$ cat src/rtl/segment_ex_mem_elastic_if.sv
// EX->MEM handshake bundle for segment_ex_mem_elastic.
// The forwarding taps exist only when EX_MEM_FWD_EN is defined.
interface segment_ex_mem_elastic_if #(
    parameter int DATA_W = 21,
    parameter int REG_W  = 4
);
    logic              in_valid;
    logic              in_ready;
    logic              MemToReg_in;
    logic              MemRead_in;
    logic              MemWrite_in;
    logic              RegWrite_in;
    logic [DATA_W-1:0] alu_in;
    logic [DATA_W-1:0] RD3_in;
    logic [REG_W-1:0]  RR3_in;

    logic              out_valid;
    logic              out_ready;
    logic              MemToReg_out;
    logic              MemRead_out;
    logic              MemWrite_out;
    logic              RegWrite_out;
    logic [DATA_W-1:0] alu_out;
    logic [DATA_W-1:0] RD3_out;
    logic [REG_W-1:0]  RR3_out;
    logic [1:0]        occupancy;
`ifdef EX_MEM_FWD_EN
    logic              fwd_valid;
    logic [REG_W-1:0]  fwd_rr3;
    logic [DATA_W-1:0] fwd_alu;
`endif

    modport master (
        output in_valid, MemToReg_in, MemRead_in, MemWrite_in, RegWrite_in,
               alu_in, RD3_in, RR3_in, out_ready,
        input  in_ready, out_valid, MemToReg_out, MemRead_out, MemWrite_out,
               RegWrite_out, alu_out, RD3_out, RR3_out, occupancy
`ifdef EX_MEM_FWD_EN
        , input fwd_valid, fwd_rr3, fwd_alu
`endif
    );

    modport slave (
        input  in_valid, MemToReg_in, MemRead_in, MemWrite_in, RegWrite_in,
               alu_in, RD3_in, RR3_in, out_ready,
        output in_ready, out_valid, MemToReg_out, MemRead_out, MemWrite_out,
               RegWrite_out, alu_out, RD3_out, RR3_out, occupancy
`ifdef EX_MEM_FWD_EN
        , output fwd_valid, fwd_rr3, fwd_alu
`endif
    );
endinterface

$ cat src/rtl/segment_ex_mem_elastic.sv
// Two-entry elastic (main + skid) EX/MEM pipeline register with flush.
// Optional EX-stage forwarding taps when EX_MEM_FWD_EN is defined.
module segment_ex_mem_elastic #(
    parameter int DATA_W = 21,
    parameter int REG_W  = 4
) (
    input  logic                     clk,
    input  logic                     rst,
    input  logic                     flush,
    segment_ex_mem_elastic_if.slave  bus
);
    localparam int BW = 4 + 2 * DATA_W + REG_W;

    typedef enum logic [1:0] {
        EMPTY = 2'd0,
        ONE   = 2'd1,
        FULL  = 2'd2
    } state_t;

    state_t          state_q, state_d;
    logic [BW-1:0]   main_q, main_d;
    logic [BW-1:0]   skid_q, skid_d;
    logic [BW-1:0]   in_bundle_s;
    logic [3:0]      main_ctrl_s;
    logic            out_valid_s;
    logic            accept_s;
    logic            deliver_s;

    assign in_bundle_s = {bus.MemToReg_in, bus.MemRead_in, bus.MemWrite_in, bus.RegWrite_in,
                          bus.alu_in, bus.RD3_in, bus.RR3_in};

    // in_ready depends only on registered state so no combinational path from out_ready.
    assign bus.in_ready = (state_q != FULL) & ~rst;
    assign out_valid_s  = (state_q != EMPTY);
    assign accept_s     = bus.in_valid & bus.in_ready;
    assign deliver_s    = out_valid_s & bus.out_ready;

    // Next-state and entry update; flush overrides both accept and deliver.
    always_comb begin
        state_d = state_q;
        main_d  = main_q;
        skid_d  = skid_q;
        if (flush) begin
            state_d = EMPTY;
        end else begin
            case (state_q)
                EMPTY: begin
                    if (accept_s) begin
                        state_d = ONE;
                        main_d  = in_bundle_s;
                    end else begin
                        state_d = EMPTY;
                    end
                end
                ONE: begin
                    if (accept_s && deliver_s) begin
                        main_d = in_bundle_s;
                    end else if (accept_s) begin
                        state_d = FULL;
                        skid_d  = in_bundle_s;
                    end else if (deliver_s) begin
                        state_d = EMPTY;
                    end else begin
                        state_d = ONE;
                    end
                end
                FULL: begin
                    if (deliver_s) begin
                        state_d = ONE;
                        main_d  = skid_q;
                    end else begin
                        state_d = FULL;
                    end
                end
                default: begin
                    state_d = EMPTY;
                end
            endcase
        end
    end

    // State and entry registers.
    always_ff @(posedge clk or posedge rst) begin
        if (rst) begin
            state_q <= EMPTY;
            main_q  <= {BW{1'b0}};
            skid_q  <= {BW{1'b0}};
        end else begin
            state_q <= state_d;
            main_q  <= main_d;
            skid_q  <= skid_d;
        end
    end

    assign {main_ctrl_s, bus.alu_out, bus.RD3_out, bus.RR3_out} = main_q;

    // Control bits are qualified by out_valid so a stale main entry never fires a memory op.
    assign bus.MemToReg_out = main_ctrl_s[3] & out_valid_s;
    assign bus.MemRead_out  = main_ctrl_s[2] & out_valid_s;
    assign bus.MemWrite_out = main_ctrl_s[1] & out_valid_s;
    assign bus.RegWrite_out = main_ctrl_s[0] & out_valid_s;
    assign bus.out_valid    = out_valid_s;
    assign bus.occupancy    = state_q;

`ifdef EX_MEM_FWD_EN
    assign bus.fwd_valid = out_valid_s & main_ctrl_s[0] & (bus.RR3_out != {REG_W{1'b0}});
    assign bus.fwd_rr3   = bus.RR3_out;
    assign bus.fwd_alu   = bus.alu_out;
`endif
endmodule

$ cat src/flat_wrapper.sv
// flat-port wrapper written by rule: the top's interface ports become plain ports
module segment_ex_mem_elastic_flat 
#(
    parameter int DATA_W = 21,
    parameter int REG_W  = 4
)
  (clk, rst, flush, bus_in_valid, bus_MemToReg_in, bus_MemRead_in, bus_MemWrite_in, bus_RegWrite_in, bus_alu_in, bus_RD3_in, bus_RR3_in, bus_out_ready, bus_in_ready, bus_out_valid, bus_MemToReg_out, bus_MemRead_out, bus_MemWrite_out, bus_RegWrite_out, bus_alu_out, bus_RD3_out, bus_RR3_out, bus_occupancy);
  segment_ex_mem_elastic_if #(.DATA_W(DATA_W), .REG_W(REG_W)) bus_i ();
  input  logic clk;
  input  logic rst;
  input  logic flush;
  input wire logic [$bits(bus_i.in_valid)-1:0] bus_in_valid;
  input wire logic [$bits(bus_i.MemToReg_in)-1:0] bus_MemToReg_in;
  input wire logic [$bits(bus_i.MemRead_in)-1:0] bus_MemRead_in;
  input wire logic [$bits(bus_i.MemWrite_in)-1:0] bus_MemWrite_in;
  input wire logic [$bits(bus_i.RegWrite_in)-1:0] bus_RegWrite_in;
  input wire logic [$bits(bus_i.alu_in)-1:0] bus_alu_in;
  input wire logic [$bits(bus_i.RD3_in)-1:0] bus_RD3_in;
  input wire logic [$bits(bus_i.RR3_in)-1:0] bus_RR3_in;
  input wire logic [$bits(bus_i.out_ready)-1:0] bus_out_ready;
  output wire logic [$bits(bus_i.in_ready)-1:0] bus_in_ready;
  output wire logic [$bits(bus_i.out_valid)-1:0] bus_out_valid;
  output wire logic [$bits(bus_i.MemToReg_out)-1:0] bus_MemToReg_out;
  output wire logic [$bits(bus_i.MemRead_out)-1:0] bus_MemRead_out;
  output wire logic [$bits(bus_i.MemWrite_out)-1:0] bus_MemWrite_out;
  output wire logic [$bits(bus_i.RegWrite_out)-1:0] bus_RegWrite_out;
  output wire logic [$bits(bus_i.alu_out)-1:0] bus_alu_out;
  output wire logic [$bits(bus_i.RD3_out)-1:0] bus_RD3_out;
  output wire logic [$bits(bus_i.RR3_out)-1:0] bus_RR3_out;
  output wire logic [$bits(bus_i.occupancy)-1:0] bus_occupancy;
  assign bus_i.in_valid = bus_in_valid;
  assign bus_i.MemToReg_in = bus_MemToReg_in;
  assign bus_i.MemRead_in = bus_MemRead_in;
  assign bus_i.MemWrite_in = bus_MemWrite_in;
  assign bus_i.RegWrite_in = bus_RegWrite_in;
  assign bus_i.alu_in = bus_alu_in;
  assign bus_i.RD3_in = bus_RD3_in;
  assign bus_i.RR3_in = bus_RR3_in;
  assign bus_i.out_ready = bus_out_ready;
  assign bus_in_ready = bus_i.in_ready;
  assign bus_out_valid = bus_i.out_valid;
  assign bus_MemToReg_out = bus_i.MemToReg_out;
  assign bus_MemRead_out = bus_i.MemRead_out;
  assign bus_MemWrite_out = bus_i.MemWrite_out;
  assign bus_RegWrite_out = bus_i.RegWrite_out;
  assign bus_alu_out = bus_i.alu_out;
  assign bus_RD3_out = bus_i.RD3_out;
  assign bus_RR3_out = bus_i.RR3_out;
  assign bus_occupancy = bus_i.occupancy;
  segment_ex_mem_elastic #(.DATA_W(DATA_W), .REG_W(REG_W)) u_core (.clk(clk), .rst(rst), .flush(flush), .bus(bus_i));
endmodule
$ cat config.mk
export PLATFORM = sky130hd
export DESIGN_NAME = segment_ex_mem_elastic_flat
export DESIGN_NICKNAME = d
export VERILOG_FILES = /design/src/rtl/segment_ex_mem_elastic_if.sv /design/src/rtl/segment_ex_mem_elastic.sv /design/src/flat_wrapper.sv
export SDC_FILE = /design/constraint.sdc
export NUM_CORES = 1
export LEC_CHECK = 0
export CAP_MARGIN = 40
export CORE_MARGIN = 8
export CORE_UTILIZATION = 30
export DETAILED_ROUTE_END_ITERATION = 7
export PLACE_DENSITY = 0.57
export SYNTH_ARGS = -nofsm -noshare
export SYNTH_HDL_FRONTEND = slang
export SYNTH_SLANG_ARGS = --single-unit
$ cat constraint.sdc
create_clock -name clk -period 3.2 [get_ports clk]
set_input_delay 0.64 -clock clk [delete_from_list [all_inputs] [get_ports clk]]
set_output_delay 0.64 -clock clk [all_outputs]
set_load 0.01 [all_outputs]
# == Word-level counts from Yosys, hierarchy flattened ==
# Index checks and enable logic that the tools add are counted.
# op_classes
order_cmp,0
reduce_logical,6
n_div,0
eq_ne,7
n_mul,0
addsub,0
muxes,11
n_bitwise,10
shifts,0
# ops
operator,n
$mux W50,3
$pmux W50 S3,1
$mux W2,4
$and A1 B1 Y1,7
$ne A2 B1 Y1 const B,3
$pmux W2 S3,1
$reduce_and A5 Y1,1
$reduce_and A4 Y1,1
$ne A3 B3 Y1 const B,1
$not A1 Y1,3
$reduce_bool A3 Y1,1
$eq A2 B1 Y1 const B,1
$eq A2 B2 Y1 const B,1
$logic_not A2 Y1,1
$mux W1,2
$ne A2 B2 Y1 const B,1
$reduce_bool A2 Y1,1
$logic_and A1 B1 Y1,1
# totals
out_inout_bits,54
ramBits,0
memories,0
latchBits,0
mem_bits_ro,0
wordCells,37
ff_bits,102
input_bits,55

# == Depth between registers and ports, before layout ==
# Gate-level depths: netlist of the first run.
# logic_depth
depth_word,7
mapped_depth,6

# == Worst setup path after synthesis of the first run ==
# No wires, ideal clock.
# synth_path
path_type,input -> register
startpoint,input rst
endpoint,register u_core.main_q[0]
slack_ps,1309
cell_stages,5
t_required_ps,3078
t_arrival_ps,1769
path_cell_list,or4b_4 -> a31oi_2 -> buf_6 -> buf_6 -> a21oi_2
# synth_via
elab_chain_cells,6
word_cells_on_any_way,7
cone_classes,eq/ne (2); bitwise (3); reduce/logical (2)
# synth_lines
item,line_no,rtl
from (decl),flat_wrapper.sv:10,input logic rst;
$not A1 Y1 (*),segment_ex_mem_elastic.sv:33,assign bus.in_ready = (state_q != FULL) & ~rst;
$and A1 B1 Y1 (*),segment_ex_mem_elastic.sv:33,
$and A1 B1 Y1 (*),segment_ex_mem_elastic.sv:35,assign accept_s = bus.in_valid & bus.in_ready;
$logic_and A1 B1 Y1,segment_ex_mem_elastic.sv:56,if (accept_s && deliver_s) begin
$ne A2 B1 Y1 (no line),n/a,
$reduce_and A5 Y1 (no line) (*),n/a,
to (signal assigned),segment_ex_mem_elastic.sv:86,main_q <= {BW{1'b0}};
to (signal assigned),segment_ex_mem_elastic.sv:90,main_q <= main_d;
to (decl),segment_ex_mem_elastic.sv:21,"logic [BW-1:0] main_q, main_d;"
# Every way passes the cells marked *; elsewhere a longest branch is shown, timed or not.
# A chain may end at the register's enable or synchronous reset.

# == Final worst setup path of the first run ==
# layout_path
startpoint,input rst
endpoint,output bus_in_ready
# layout_via
elab_chain_cells,2
# layout_lines
item,line_no,rtl
$not A1 Y1,segment_ex_mem_elastic.sv:33,
$and A1 B1 Y1,segment_ex_mem_elastic.sv:33,
to (decl),flat_wrapper.sv:21,output wire logic [$bits(bus_i.in_ready)-1:0] bus_in_ready;
# No other way between the ends.

==> results of run 1 <==
-- critical path, stage by stage --
cell             delay, ns
clkdlybuf4s50_1       0.50
nor2_1                0.16
clkdlybuf4s50_1       0.56
-- cell type report --
| class | instances | share of cell area [%] |
|---|---|---|
| clock buffers | 14 | 4.57 |
| clock inverters | 2 | 0.221 |
| inverters | 2 | 0.181 |
| multi-input cells | 221 | 30.6 |
| flip-flops and latches | 102 | 41.1 |
| well taps | 220 | 4.43 |
| repair buffers | 116 | 19.0 |
-- state kept, by name (all words and copies together) (netlist names) --
register,flops
u_core.main_q,50
u_core.skid_q,50
u_core.bus.occupancy,2
-- routing by layer --
layer	track usage, %	vias up
li1	-	1407
met1	12.0	1436
met2	16.6	73
met3	3.42	12
met4	4.73	0
met5	0	-
-- synth_stat cells --
cell        n  area share [%]
buf_4      46             6.9
a21oi_1     1            0.10
nor3_1      1            0.10
buf_12      2            0.80
or2_2       1            0.13
or4bb_1     1            0.23
nand2b_1    1            0.13
nor2b_1     6            0.75
or4b_4      1            0.28
nand3b_1    1            0.15
inv_1       2            0.15
dfrtp_1   102              51
buf_2      10             1.0
a31oi_2     1            0.25
mux2_2     50              11
clkbuf_1    1           0.075
mux2i_1    51              10
a21oi_2    50             8.8
nand3_1     1            0.10
nor2_2     20             2.5
buf_6       6             1.4
nor2_1     34             2.6
a31oi_1     1            0.13
buf_8       3            0.90
-- through the flow --
step           cells  util [%]  total power [mW]
6_report         677      37.9              3.62
5_1_grt          677      37.9              3.84
4_1_cts          677      37.9              3.70
3_5_place_dp     661      36.1              2.59
3_3_place_gp     660      36.0              2.56
2_1_floorplan    393         -              2.32
-- logic make-up (layout without fill, tap and decap cells) --
family	count (synthesis)	in the layout	synth area share [%]
buffers and inverters	70	134	11.2
flip-flops	102	102	51.1
multiplexers	101	101	21.5
AO/OA/AOI/OAI	53	53	9.25
AND/OR/NAND/NOR	67	67	6.92
-- report_power, final --
group          switching, mW  internal, mW  leakage, nW
Clock                  0.463         0.613        0.149
Sequential             0.145          1.55         1.23
Combinational          0.343         0.503         1.07
-- worst paths after layout --
check / startpoint / to / slack [ns] / cells after the start
max: rst / bus_in_ready / 0.70 / 3
min: u_core.skid_q[4]$_DFFE_PP0P_ / u_core.skid_q[4]$_DFFE_PP0P_ / 0.50 / 1
max reg2reg: u_core.bus.occupancy[1]$_DFFE_PP0P_ / u_core.main_q[28]$_DFFE_PP0P_ / 1.30 / 5
min reg2reg: u_core.skid_q[4]$_DFFE_PP0P_ / u_core.skid_q[4]$_DFFE_PP0P_ / 0.50 / 1
max in group asynchronous: rst / u_core.skid_q[28]$_DFFE_PP0P_ / 1.71 / 3
min in group asynchronous: rst / u_core.main_q[48]$_DFFE_PP0P_ / 0.94 / 3
==> reports/results.ini, run 1 <==
[final_layout]
fill_cells = 1572
regArea_um2 = 2550
n_antenna_cell = 0
final_cell_area_um2 = 6220
nets = 507
multi_input_area_um2 = 1900
final_common_cell = clkdlybuf4s50_1
mostFrequentLayoutCells = clkdlybuf4s50_1, dfrtp_1, mux2i_1
drive_gt1_share_pct = 32.6
syn2layout_area_growth_pct = 24.5

[worst_setup_path]
required_ns = 2.56
path_max_fanout = 5
cp-end-kind = primary output
worstPathArrival_ns = 1.86
cp-start-kind = primary input
crit_type = in -> out

[global_routing]
grt_use_total_pct = 10.2
grt_pass1_wl_mm = 17.2
overflow = 0
grt_max_degree = 57
grt_pass1_vias = 3271
antenna_found_initial = 0

[sta]
clock.fmax_ghz = 0.400
tightest_slew_ns = 0.736
fin_ws_ns = 0.699
hold_viol = 0
clock_skew_ns = 0.00463
slew_headroom_pct = 50.9
tns_ns = 0
grt_setup_unrepaired = no
finalCriticalPeriod_ns = 2.50
setup_viol = 0
period_share_pct = 78.2
maxSlewViolCount = 0
holdWs_ns = 0.504

[synth]
ys_types = 24
synthCells = 393
ys_seq_area_share_pct = 51.1
yosysWarnings = 0
synth_area_um2 = 4990
synth_nets = 448
synth.avg_cell_area_um2 = 12.7
ys_ff_latch = 102

[route]
wirelength_mm = 10.2
firstDrtPassIters = 4
num_vias = 2928
avgRoutedWirePerCell_um = 15.1
wl_met3_um = 563
wl_met2_mm = 4.88
topRoutingLayerUsed = met4
route.layer.met1.wl_mm = 4.59
ant_nets = 0
drtIter0Drc = 114
vias_per_cell = 4.32
drcViolationCount = 0

[clock_network]
post_cts_resized = 0
cts_made_buffers = 9
clk_pin_slew_ns = 0.06
cts_setup_buffers = 0
h-tree-depth = 3
tritoncts = done
cts_hold_buffers = 0
cts_sinks = 102
root_buffer = clkbuf_16
insertion_delay_ns = 0.34
clk_path_buf_depth = 2

[floorplanning]
dieArea_um2 = 21000
fp.dieH_um = 145
row_count = 47
start_util_pct = 30.4
die_w_um = 145
core_area_um2 = 16400
io_pins = 109

[flow_run]
maxCapViolations = 0

[power]
p_leak_nw = 2.45
p_per_area_nw_per_um2 = 581
vdd_drop_max_uv = 251

[place]
place_area_um2 = 5920
io_buffers = 108
dp_slack_ns = 0.560
hpwlAfterDp_mm = 7.13
place.gp.congestion = 0.690

[hold_path]
hold_class = reg -> reg

[status]
outcome = completed

No activity file was read; power rests on OpenSTA's default activity.
==> run 2, diff against run 1 <==
==> constraint.sdc (replaced) <==
create_clock -name clk -period 2.2 [get_ports clk]
set_input_delay 0.44 -clock clk [delete_from_list [all_inputs] [get_ports clk]]
set_output_delay 0.44 -clock clk [all_outputs]
set_load 0.01 [all_outputs]
==> run 2 against run 1 <==
Combinational power grew 51%. Core utilization grew 1.3 points. Sequential power grew 46%. Critical path type is now reg -> out. Highest routed layer unchanged.
==> reports/results.ini, run 2 (synthesis gave the netlist of run 1 again) <==
[global_routing]
grt_pass1_vias = 3193  ; was 3,271
antenna_found_initial = 0  ; unchanged
grt_pass1_wl_mm = 17.2  ; about the same
overflow = 0  ; unchanged
grt_max_degree = 53  ; was 57
grt_use_total_pct = 10.2  ; about the same

[clock_network]
cts_sinks = 102  ; unchanged
insertion_delay_ns = 0.35  ; was 0.34 ns
cts_made_buffers = 9  ; unchanged
clk_pin_slew_ns = 0.07  ; was 0.06 ns
clk_path_buf_depth = 2  ; unchanged
cts_hold_buffers = 0  ; unchanged
cts_setup_buffers = 0  ; unchanged
h-tree-depth = 3  ; unchanged
tritoncts = done  ; unchanged
root_buffer = clkbuf_16  ; unchanged

[floorplanning]
core_area_um2 = 16400  ; unchanged
row_count = 47  ; unchanged
die_w_um = 145  ; unchanged
start_util_pct = 30.4  ; unchanged
io_pins = 109  ; unchanged
dieArea_um2 = 21000  ; unchanged
fp.dieH_um = 145  ; unchanged

[worst_setup_path]
worstPathArrival_ns = 1.65  ; was 1.86 ns
cp-end-kind = primary output  ; unchanged
regToRegSetupSlack_ns = 0.33  ; was 1.30 ns
path_max_fanout = 8  ; was 5
required_ns = 1.76  ; was 2.56 ns
cp-start-kind = flip-flop  ; was primary input
crit_type = reg -> out  ; was in -> out

[final_layout]
regArea_um2 = 2550  ; about the same
final_cell_area_um2 = 6430  ; was 6220 um^2
finish.utilization_pct = 39.2  ; was 37.9%
multi_input_area_um2 = 1910  ; was 1900 um^2
nets = 524  ; was 507
final_common_cell = clkdlybuf4s50_1  ; unchanged
fill_cells = 1541  ; was 1,572
syn2layout_area_growth_pct = 28.8  ; was 24.5%
mostFrequentLayoutCells = clkdlybuf4s50_1, dfrtp_1, mux2i_1  ; unchanged
drive_gt1_share_pct = 35.5  ; was 32.6%
n_antenna_cell = 0  ; unchanged

[sta]
clock.fmax_ghz = 0.477
tns_ns = 0  ; unchanged
maxSlewViolCount = 0  ; unchanged
finalCriticalPeriod_ns = 2.09
hold_viol = 0  ; unchanged
period_share_pct = 95.2
slew_headroom_pct = 74.0  ; was 50.9%
clock_skew_ns = 0.00767  ; was 0.00463 ns
setup_viol = 0  ; unchanged
tightest_slew_ns = 0.391  ; was 0.736 ns
grt_setup_unrepaired = no  ; unchanged

[route]
drcViolationCount = 0  ; unchanged
wirelength_mm = 10.4  ; was 10.2 mm
avgRoutedWirePerCell_um = 15.0  ; was 15.1 um
num_vias = 3004  ; was 2,928
ant_nets = 0  ; unchanged
drtIter0Drc = 114  ; unchanged
firstDrtPassIters = 4  ; unchanged
vias_per_cell = 4.33  ; was 4.32

[place]
hpwlAfterDp_mm = 7.39  ; was 7.13 mm
io_buffers = 108  ; unchanged
place_area_um2 = 6150  ; was 5920 um^2
place.gp.congestion = 0.669  ; was 0.690

[flow_run]
maxCapViolations = 0  ; unchanged

[hold_path]
hold_class = reg -> reg  ; unchanged

[power]
p_leak_nw = 2.56  ; was 2.45 nW
vdd_drop_max_uv = 351  ; was 251 uV
p_per_area_nw_per_um2 = 817  ; was 581 nW/um^2

[status]
outcome = completed  ; unchanged

## run 2: cell type report
class	count	share of cell area, %
Multi-Input combinational cell	221	29.7
Clock buffer	12	3.99
Clock inverter	3	0.311
Timing Repair Buffer	133	21.8
Tap cell	220	4.28
Sequential cell	102	39.7
Inverter	2	0.175
## run 2: layer usage
| metal | part of all wire [%] | wire (um) | track usage, % |
|---|---|---|---|
| met1 | 44 | 4610 | 12.1 |
| met2 | 48 | 4940 | 16.3 |
| met5 | 0 | 0 | 0 |
| met4 | 2.1 | 214 | 5.21 |
| met3 | 6.1 | 629 | 3.51 |
## run 2: path summary, 6_finish.rpt
kind	endpoint	depth (start not counted)	start
min in group asynchronous	u_core.main_q[48]$_DFFE_PP0P_	4	rst
worst max register to register	u_core.main_q[48]$_DFFE_PP0P_	6	u_core.bus.occupancy[1]$_DFFE_PP0P_
max in group asynchronous	u_core.bus.occupancy[1]$_DFFE_PP0P_	4	rst
worst max-delay path	bus_MemRead_out	3	u_core.bus.occupancy[0]$_DFFE_PP0P_
worst min-delay path	u_core.skid_q[28]$_DFFE_PP0P_	1	u_core.skid_q[28]$_DFFE_PP0P_
worst min register to register	u_core.skid_q[28]$_DFFE_PP0P_	1	u_core.skid_q[28]$_DFFE_PP0P_
## run 2: per-stage QoR
stage / hold WS, ns / power (mW) / worst slack, ns / instances
after detailed placement: 0.493 / 3.82 / -0.184 / 678
final: 0.504 / 5.25 / 0.106 / 693
after global routing: 0.514 / 5.56 / 0.0442 / 693
after global placement: 0.486 / 3.78 / -0.0963 / 678
after CTS: 0.507 / 5.37 / 0.0306 / 693
after floorplan: 0.479 / 3.38 / 0.495 / 393
## run 2: power by group
group / switching [mW] / internal (mW) / leakage, nW
logic: 0.510 / 0.774 / 1.20
clock network: 0.682 / 0.822 / 0.131
registers: 0.213 / 2.25 / 1.23
## run 2: timing repair
action | in CTS | in global routing
resized for setup | 3 | 2
setup endpoints to repair | 6 | 5
gates cloned | 0 | 0
## run 2: critical path: stages (launching register included)
cell	delay [ns]
dfrtp_2	0.49
nor2_4	0.08
nor2b_1	0.17
clkdlybuf4s50_1	0.57
==> run 3, diff against run 2 <==
--- a/config.mk
+++ b/config.mk
@@ -5,7 +5,7 @@
 export SDC_FILE = /design/constraint.sdc
 export NUM_CORES = 1
 export LEC_CHECK = 0
-export CAP_MARGIN = 40
+export CAP_MARGIN = 20
 export CORE_MARGIN = 8
 export CORE_UTILIZATION = 30
 export DETAILED_ROUTE_END_ITERATION = 7
==> results of run 3 <==
Final layout, timing and power as in run 2 (identical DEF).
